### src/rtl/sound_mixer_tdm.sv
// Time-multiplexed stereo mixer: CH channels with runtime gain and L/R pan,
// one shared multiplier, saturating output and sticky clip/overrun flags.
module sound_mixer_tdm #(
    parameter int CH  = 4,
    parameter int IW  = 16,
    parameter int GW  = 8,
    parameter int GSH = 4,
    parameter int OW  = 16
) (
    input  logic             i_EMU_MCLK,
    input  logic             i_EMU_RST,
    input  logic             i_SAMPLE_STB,
    input  logic [CH*IW-1:0] i_CH_DATA,
    input  logic [CH*GW-1:0] i_GAIN,
    input  logic [CH-1:0]    i_PAN_L,
    input  logic [CH-1:0]    i_PAN_R,
    input  logic             i_FLAG_CLR,
    output logic [OW-1:0]    o_SND_L,
    output logic [OW-1:0]    o_SND_R,
    output logic             o_VALID,
    output logic             o_BUSY,
    output logic             o_CLIP_L,
    output logic             o_CLIP_R,
    output logic             o_OVERRUN
);
    localparam int PW = IW + GW + 1;
    localparam int AW = PW + $clog2(CH);
    localparam int KW = (CH > 1) ? $clog2(CH) : 1;
    localparam logic signed [AW-1:0] SMAX = {{(AW-OW+1){1'b0}}, {(OW-1){1'b1}}};
    localparam logic signed [AW-1:0] SMIN = {{(AW-OW+1){1'b1}}, {(OW-1){1'b0}}};

    typedef enum logic [1:0] {S_IDLE, S_MAC, S_OUT} state_t;
    state_t state, state_nx;

    logic [CH*IW-1:0]       data_q;
    logic [CH*GW-1:0]       gain_q;
    logic [CH-1:0]          pan_l_q, pan_r_q;
    logic [KW-1:0]          k;
    logic signed [AW-1:0]   acc_l, acc_r;
    logic signed [PW-1:0]   da, ga, prod;
    logic signed [AW-1:0]   prod_ext;
    logic [OW:0]            sat_l, sat_r;
    logic                   last;

    // Result is {clip, sample}; floor shift then clamp to the OW-bit range.
    function automatic logic [OW:0] sat_shift(input logic signed [AW-1:0] acc);
        logic signed [AW-1:0] s;
        s = acc >>> GSH;
        if (s > SMAX)      return {1'b1, SMAX[OW-1:0]};
        else if (s < SMIN) return {1'b1, SMIN[OW-1:0]};
        else               return {1'b0, s[OW-1:0]};
    endfunction

    // Shared multiplier: signed sample times zero-extended gain.
    assign da       = PW'($signed(data_q[k*IW +: IW]));
    assign ga       = $signed({1'b0, gain_q[k*GW +: GW]});
    assign prod     = da * ga;
    assign prod_ext = AW'(prod);
    assign sat_l    = sat_shift(acc_l);
    assign sat_r    = sat_shift(acc_r);
    assign last     = (k == KW'(CH - 1));
    assign o_BUSY   = (state != S_IDLE);

    always_ff @(posedge i_EMU_MCLK) begin
        if (i_EMU_RST) state <= S_IDLE;
        else           state <= state_nx;
    end

    always_comb begin
        state_nx = state;
        case (state)
            S_IDLE:  if (i_SAMPLE_STB) state_nx = S_MAC;
            S_MAC:   if (last) state_nx = S_OUT;
            S_OUT:   state_nx = S_IDLE;
            default: state_nx = S_IDLE;
        endcase
    end

    always_ff @(posedge i_EMU_MCLK) begin
        if (i_EMU_RST) begin
            data_q    <= '0;
            gain_q    <= '0;
            pan_l_q   <= '0;
            pan_r_q   <= '0;
            k         <= '0;
            acc_l     <= '0;
            acc_r     <= '0;
            o_SND_L   <= '0;
            o_SND_R   <= '0;
            o_VALID   <= 1'b0;
            o_CLIP_L  <= 1'b0;
            o_CLIP_R  <= 1'b0;
            o_OVERRUN <= 1'b0;
        end else begin
            o_VALID <= 1'b0;
            case (state)
                S_IDLE: if (i_SAMPLE_STB) begin
                    data_q  <= i_CH_DATA;
                    gain_q  <= i_GAIN;
                    pan_l_q <= i_PAN_L;
                    pan_r_q <= i_PAN_R;
                    acc_l   <= '0;
                    acc_r   <= '0;
                    k       <= '0;
                end
                S_MAC: begin
                    if (pan_l_q[k]) acc_l <= acc_l + prod_ext;
                    if (pan_r_q[k]) acc_r <= acc_r + prod_ext;
                    if (!last) k <= k + 1'b1;
                end
                S_OUT: begin
                    o_SND_L <= sat_l[OW-1:0];
                    o_SND_R <= sat_r[OW-1:0];
                    o_VALID <= 1'b1;
                end
                default: ;
            endcase
            // Set beats clear when both land on the same edge.
            if (state == S_OUT && sat_l[OW])           o_CLIP_L <= 1'b1;
            else if (i_FLAG_CLR)                       o_CLIP_L <= 1'b0;
            if (state == S_OUT && sat_r[OW])           o_CLIP_R <= 1'b1;
            else if (i_FLAG_CLR)                       o_CLIP_R <= 1'b0;
            if (i_SAMPLE_STB && state != S_IDLE)       o_OVERRUN <= 1'b1;
            else if (i_FLAG_CLR)                       o_OVERRUN <= 1'b0;
        end
    end
endmodule

### config.mk
export PLATFORM = sky130hd
export DESIGN_NAME = sound_mixer_tdm
export DESIGN_NICKNAME = d
export VERILOG_FILES = /design/src/rtl/sound_mixer_tdm.sv
export SDC_FILE = /design/constraint.sdc
export NUM_CORES = 1
export LEC_CHECK = 0
export CAP_MARGIN = 20
export CORE_ASPECT_RATIO = 0.75
export CORE_MARGIN = 1.5
export CORE_UTILIZATION = 40
export DETAILED_ROUTE_END_ITERATION = 8
export SLEW_MARGIN = 30
export SYNTH_ARGS = -nofsm -noshare
export SYNTH_HDL_FRONTEND = slang
export SYNTH_SLANG_ARGS = --single-unit
export TNS_END_PERCENT = 50
### constraint.sdc
create_clock -name i_EMU_MCLK -period 8.6 [get_ports i_EMU_MCLK]
set_input_delay 2.15 -clock i_EMU_MCLK [delete_from_list [all_inputs] [get_ports i_EMU_MCLK]]
set_output_delay 2.15 -clock i_EMU_MCLK [all_outputs]
set_load 0.01 [all_outputs]
# Yosys cells after proc, flatten, opt, wreduce, memory -nomap -nowiden
# Cells that the tools add are included.
# totals
ff_bits	198
wordCells	71
# classes
n_mul	1
shift	2
eq_ne	8
muxes	24
reduce_logical	14
addsub	3
order_cmp	5
# op_table
op	count
$pmux 27 s2	2
$mux 27	3
$mux 17	4
$shiftx 64x7->16	1
$add 27x25->27	2
$gt 23x16->1 const B	2
$lt 23x16->1 const B	2
$shiftx 32x6->8	1
$mul 16x9->25	1
$ne 2x2->1 const B	5
$reduce_bool 2->1	5
$reduce_and 3->1	3
$mux 2	4
$pmux 2 s2	2
$mux 1	7
$bmux 1 s2	2
$eq 2x2->1 const B	2
$reduce_and 2->1	2
$logic_and 1x1->1	3
$lt 2x3->1 const B	1
$add 2x1->2 const B	1
$eq 2x1->1 const B	1
$logic_not 2->1	1

# Logic depth before layout (Yosys ltp)
# depth
ltp_word	5
mapped_depth	33
depth_no_buf	30

# Worst setup path after synthesis
# No wires, ideal clock.
# synth_timing
kind	register -> register
start	register k[0]
end	register acc_r[26]
stages_incl_launch_ff	29
setup_time_ns	0.074
arrival_ns	7.290
t_required_ns	8.526
path_slack_ns	1.236
cell_sequence	dfxtp_1 > clkbuf_1 > buf_2 > mux4_2 > and2_1 > fa_1 > fa_1 > fa_1 > inv_1 > fa_1 > inv_1 > ha_1 > or3_1 > o21ai_0 > or3_1 > nand2_1 > a21o_1 > a21oi_1 > xnor2_1 > ha_1 > a21o_1 > a22oi_1 > a221oi_1 > o21ai_0 > o21ai_2 > o41ai_4 > xnor2_1 > or3_1 > a31oi_1
# synth_between
elab_chain_cells	5
elab_cells_between_ends	10
cone_classes	add/sub (1); mul (1); eq/ne (1); shift (2); mux (4); reduce/logical (1)
# synth_lines
item	line	rtl
from (decl)	38	logic [KW-1:0] k;
from (signal assigned)	109	if (!last) k <= k + 1'b1;
$shiftx 64x7->16 or $shiftx 32x6->8 (tied branches)	55, 56	
$mul 16x9->25	57	assign prod = da * ga;
$add 27x25->27	108	if (pan_r_q[k]) acc_r <= acc_r + prod_ext;
$mux 27	108	
$pmux 27 s2	96	case (state)
to (signal assigned)	108	
to (decl)	39	logic signed [AW-1:0] acc_l, acc_r;
# Several ways; a longest one is shown, not always the timed one. The select of a mux whose other input is x is not followed.
# A chain may end at the register's enable or synchronous reset.

# Worst setup path after layout
# layout_timing
start	register k[0]
end	register acc_l[26]
# layout_between
elab_chain_cells	5
elab_cells_between_ends	10
cone_classes	add/sub (1); mul (1); eq/ne (1); shift (2); mux (4); reduce/logical (1)
# layout_lines
item	line	rtl
$shiftx 64x7->16 or $shiftx 32x6->8 (tied branches)	55, 56	
$mul 16x9->25	57	
$add 27x25->27	107	if (pan_l_q[k]) acc_l <= acc_l + prod_ext;
$mux 27	107	
$pmux 27 s2	96	
to (signal assigned)	107	
to (decl)	39	
# Several ways; a longest one is shown, not always the timed one. The select of a mux whose other input is x is not followed.

==> results_dict.tcl <==
set metrics [dict create \
    synth_xor_area_share_pct 3.20 \
    cpMaxStageDelayCell "mux4_2" \
    synthSimpleGateAreaFrac_pct 19.1 \
    synth_mux_area_share_pct 4.22 \
    drt_iter0_drc 736 \
    post_drt_wl_per_cell_um 15.7 \
    finalMaxSlewViolations 0 \
    crit_path_end_kind "flop" \
    crit_path_start_kind "flop" \
    finalSetupTns_ns 0 \
    async_flop_share_pct 0 \
    cts_tree "built" \
    syn_inst 1803 \
    fin_util_pct 48.0 \
    vdd_drop_max_mv 0.149 \
    fin_skew_ns 0.0148 \
    hpwl_mm 28.8 \
    start_util_pct 40.9 \
    antenna_found_initial 0 \
    outcome "finished clean" \
    core_area_mm2 0.0361 \
    synth_edf_count 0 \
    clock-sinks 198 \
    min_period_ns 7.77 \
    ys_ff_latch 198 \
    setup_viol_count_final 0 \
    dr.pass1.iters 5 \
    cts_buffers 17 \
    max_cap_viol_count 0 \
    synth_adder_area_share_pct 23.2 \
    yosysTopAreaCell "dfxtp_1" \
    tightest_slew_ns 0.841 \
    drc 0 \
    finalHoldViolCount 0 \
    cpLargestDelayFamily "adder cells" \
    vias_per_cell 5.19 \
    ctsHoldBuffers 0 \
    ys_types 66 \
    yosys-top-cells-area "dfxtp_1, fa_1, nand2_1, ha_1, a21oi_1" \
    fp.dieH_um 169 \
    timing.fmax_ghz 0.129 \
    rows 60 \
    rsz0062_at_grt "no" \
    grt_first_pass_wirelength_mm 61.8 \
    final_antenna_net_count 0 \
    ys.flop_type "dfxtp_1" \
    fin_nets 2218 \
    cts_max_path_buffers 2 \
    syn-num-nets 2122 \
    p_leak_nw 7.42 \
    cts-root-buf "clkbuf_16" \
    portBuffers 144 \
    arrival_ns 8.11 \
    syn_avg_cell_area_um2 8.19 \
    clk_pin_slew_ns 0.08 \
    die_area_mm2 0.0381 \
    boundaryPins 145 \
    cts_setup_buffers 0 \
    crit_required_ns 8.94 \
    power_density_mw_per_mm2 133 \
    clkLatencyLatePin_ns 0.46 \
    synth_top_family_by_area "adder cells" \
    path_buf_inv 5 \
    ys_seq_area_share_pct 26.8 \
    die_x_um 225 \
    via_count 12508 \
    synth-warning-count 0 \
    netlist_area_mm2 0.0148 \
    n_antenna_cell 0 \
    synth_compound_area_share_pct 16.5 \
    grt_pass1_vias 12035 \
    final.setup.worst_slack_ns 0.833 \
    gp_congestion 0.912 \
    grt_remaining_overflow 0 \
    post_cts_resized 0 \
    finalCritPeriodShare_pct 90.3 \
    max_stage_delay_ns 0.72 \
    slew_headroom_pct 44.0 \
    critPathMaxFanout 21 \
    hp-class "reg2reg" \
    track_usage_pct 20.1 \
    htree_levels 4 \
    dp_slack_ns 0.852 \
    wl_mm 37.8 \
    areaGrowthSynthToFinish_pct 17.4 \
    yosysTopAreaCellShare_pct 26.8 \
    critPathKind "reg2reg" \
    layout-drive-gt1-share_pct 4.86 \
    grt_max_degree 126 \
]
-- final cells by class --
cell class	instances	area (µm²)
well taps	496	621
clock inverters	15	195
multi-input cells	1334	9800
fillers	3518	18800
flip-flops and latches	198	3970
repair buffers	161	1620
inverters	187	702
clock buffers	17	425
-- synth_stat cells (all sizes together) (8+ instances only) --
master and number:
nand2 368, a21oi 218, dfxtp 198, inv 187, ha 107, fa 104, clkbuf 78, nor2 71
and2 69, o21ai 46, xnor2 42, o211ai 38, nand3 34, mux4 24, a21o 21, nor3 21
a31oi 14, nand2b 14, or3 13, nor2b 12, xor2 12, a211oi 10, a22oi 10, o21a 9
and3 8
-- placed cells by master, fill, tap and decap left out, types with 24 or more instances in the layout --
| cell | instances |
|---|---|
| and2_1 | 68 |
| fa_1 | 104 |
| xnor2_1 | 42 |
| dfxtp_1 | 197 |
| mux4_2 | 24 |
| inv_1 | 186 |
| a21oi_1 | 218 |
| clkdlybuf4s50_1 | 143 |
| o211ai_1 | 37 |
| ha_1 | 107 |
| o21ai_0 | 36 |
| nand3_1 | 34 |
| nor2_1 | 71 |
| nand2_1 | 367 |
-- state kept, by name (all words and copies together), names as in the netlist --
| name | flops |
|---|---|
| o_VALID | 1 |
| data_q | 64 |
| pan_r_q | 4 |
| acc_r | 27 |
| o_SND_L | 16 |
| gain_q | 32 |
| state | 2 |
| o_CLIP_R | 1 |
| o_OVERRUN | 1 |
| o_CLIP_L | 1 |
| acc_l | 27 |
| o_SND_R | 16 |
| k | 2 |
| pan_l_q | 4 |
-- path summary, 6_finish.rpt --
check | from | end | slack, ns | depth (start not counted)
worst max-delay path | k[0]$_SDFFE_PP0P_ | acc_l[26]$_SDFFE_PP0P_ | 0.83 | 26
worst min-delay path | o_CLIP_L$_SDFFE_PP0P_ | o_CLIP_L$_SDFFE_PP0P_ | 0.44 | 2
worst max register to register | k[0]$_SDFFE_PP0P_ | acc_l[26]$_SDFFE_PP0P_ | 0.83 | 26
worst min register to register | o_CLIP_L$_SDFFE_PP0P_ | o_CLIP_L$_SDFFE_PP0P_ | 0.44 | 2
-- worst reg2reg max path, cell delays in order, from the launching register on --
cell and delay [ns]:
dfxtp_2 0.49, buf_12 0.25, mux4_2 0.73, and2_1 0.27, fa_1 0.53, inv_1 0.15
fa_1 0.57, inv_1 0.05, fa_1 0.47, inv_1 0.05, fa_1 0.53, inv_1 0.04
ha_1 0.32, a21oi_1 0.13, o21ai_1 0.11, a2111oi_0 0.47, a21oi_1 0.25, o21a_1 0.27
xnor2_1 0.18, ha_1 0.24, or3_1 0.39, or3_1 0.38, o22ai_1 0.15, o21ai_0 0.15
xnor2_1 0.20, mux2i_1 0.20, a21oi_1 0.07
-- logic make-up after synthesis --
family	after synthesis
AND/OR/NAND/NOR	634
adder cells (fa/ha/maj)	211
flip-flops	198
AO/OA/AOI/OAI	403
XOR/XNOR	54
multiplexers	32
buffers and inverters	271
-- routing by layer --
layer  vias up  GRT usage, %  part of all wire, %
met4         0          5.54                  1.4
met3        37          2.77                  3.9
met5         -             0                    0
met1      5983          29.1                   50
met2       256          31.2                   45
li1       6232             -                    -
-- metrics by stage --
| step | hold slack, ns | cell area, µm² | std cells | total power [mW] |
|---|---|---|---|---|
| floorplan | 0.433 | 14800 | 1803 | 1.33 |
| CTS | 0.445 | 17300 | 2406 | 2.33 |
| finish | 0.443 | 17300 | 2408 | 2.31 |
| detailed placement | 0.432 | 16700 | 2374 | 1.49 |
| global route | 0.472 | 17300 | 2408 | 2.43 |
| global placement | 0.428 | 16700 | 2374 | 1.48 |
-- report_power, final --
group / internal (mW) / switching [mW] / total, mW
clock: 0.401 / 0.442 / 0.843
combinational: 0.202 / 0.292 / 0.494
sequential: 0.950 / 0.0208 / 0.971
No activity file was read; power rests on OpenSTA's default activity.
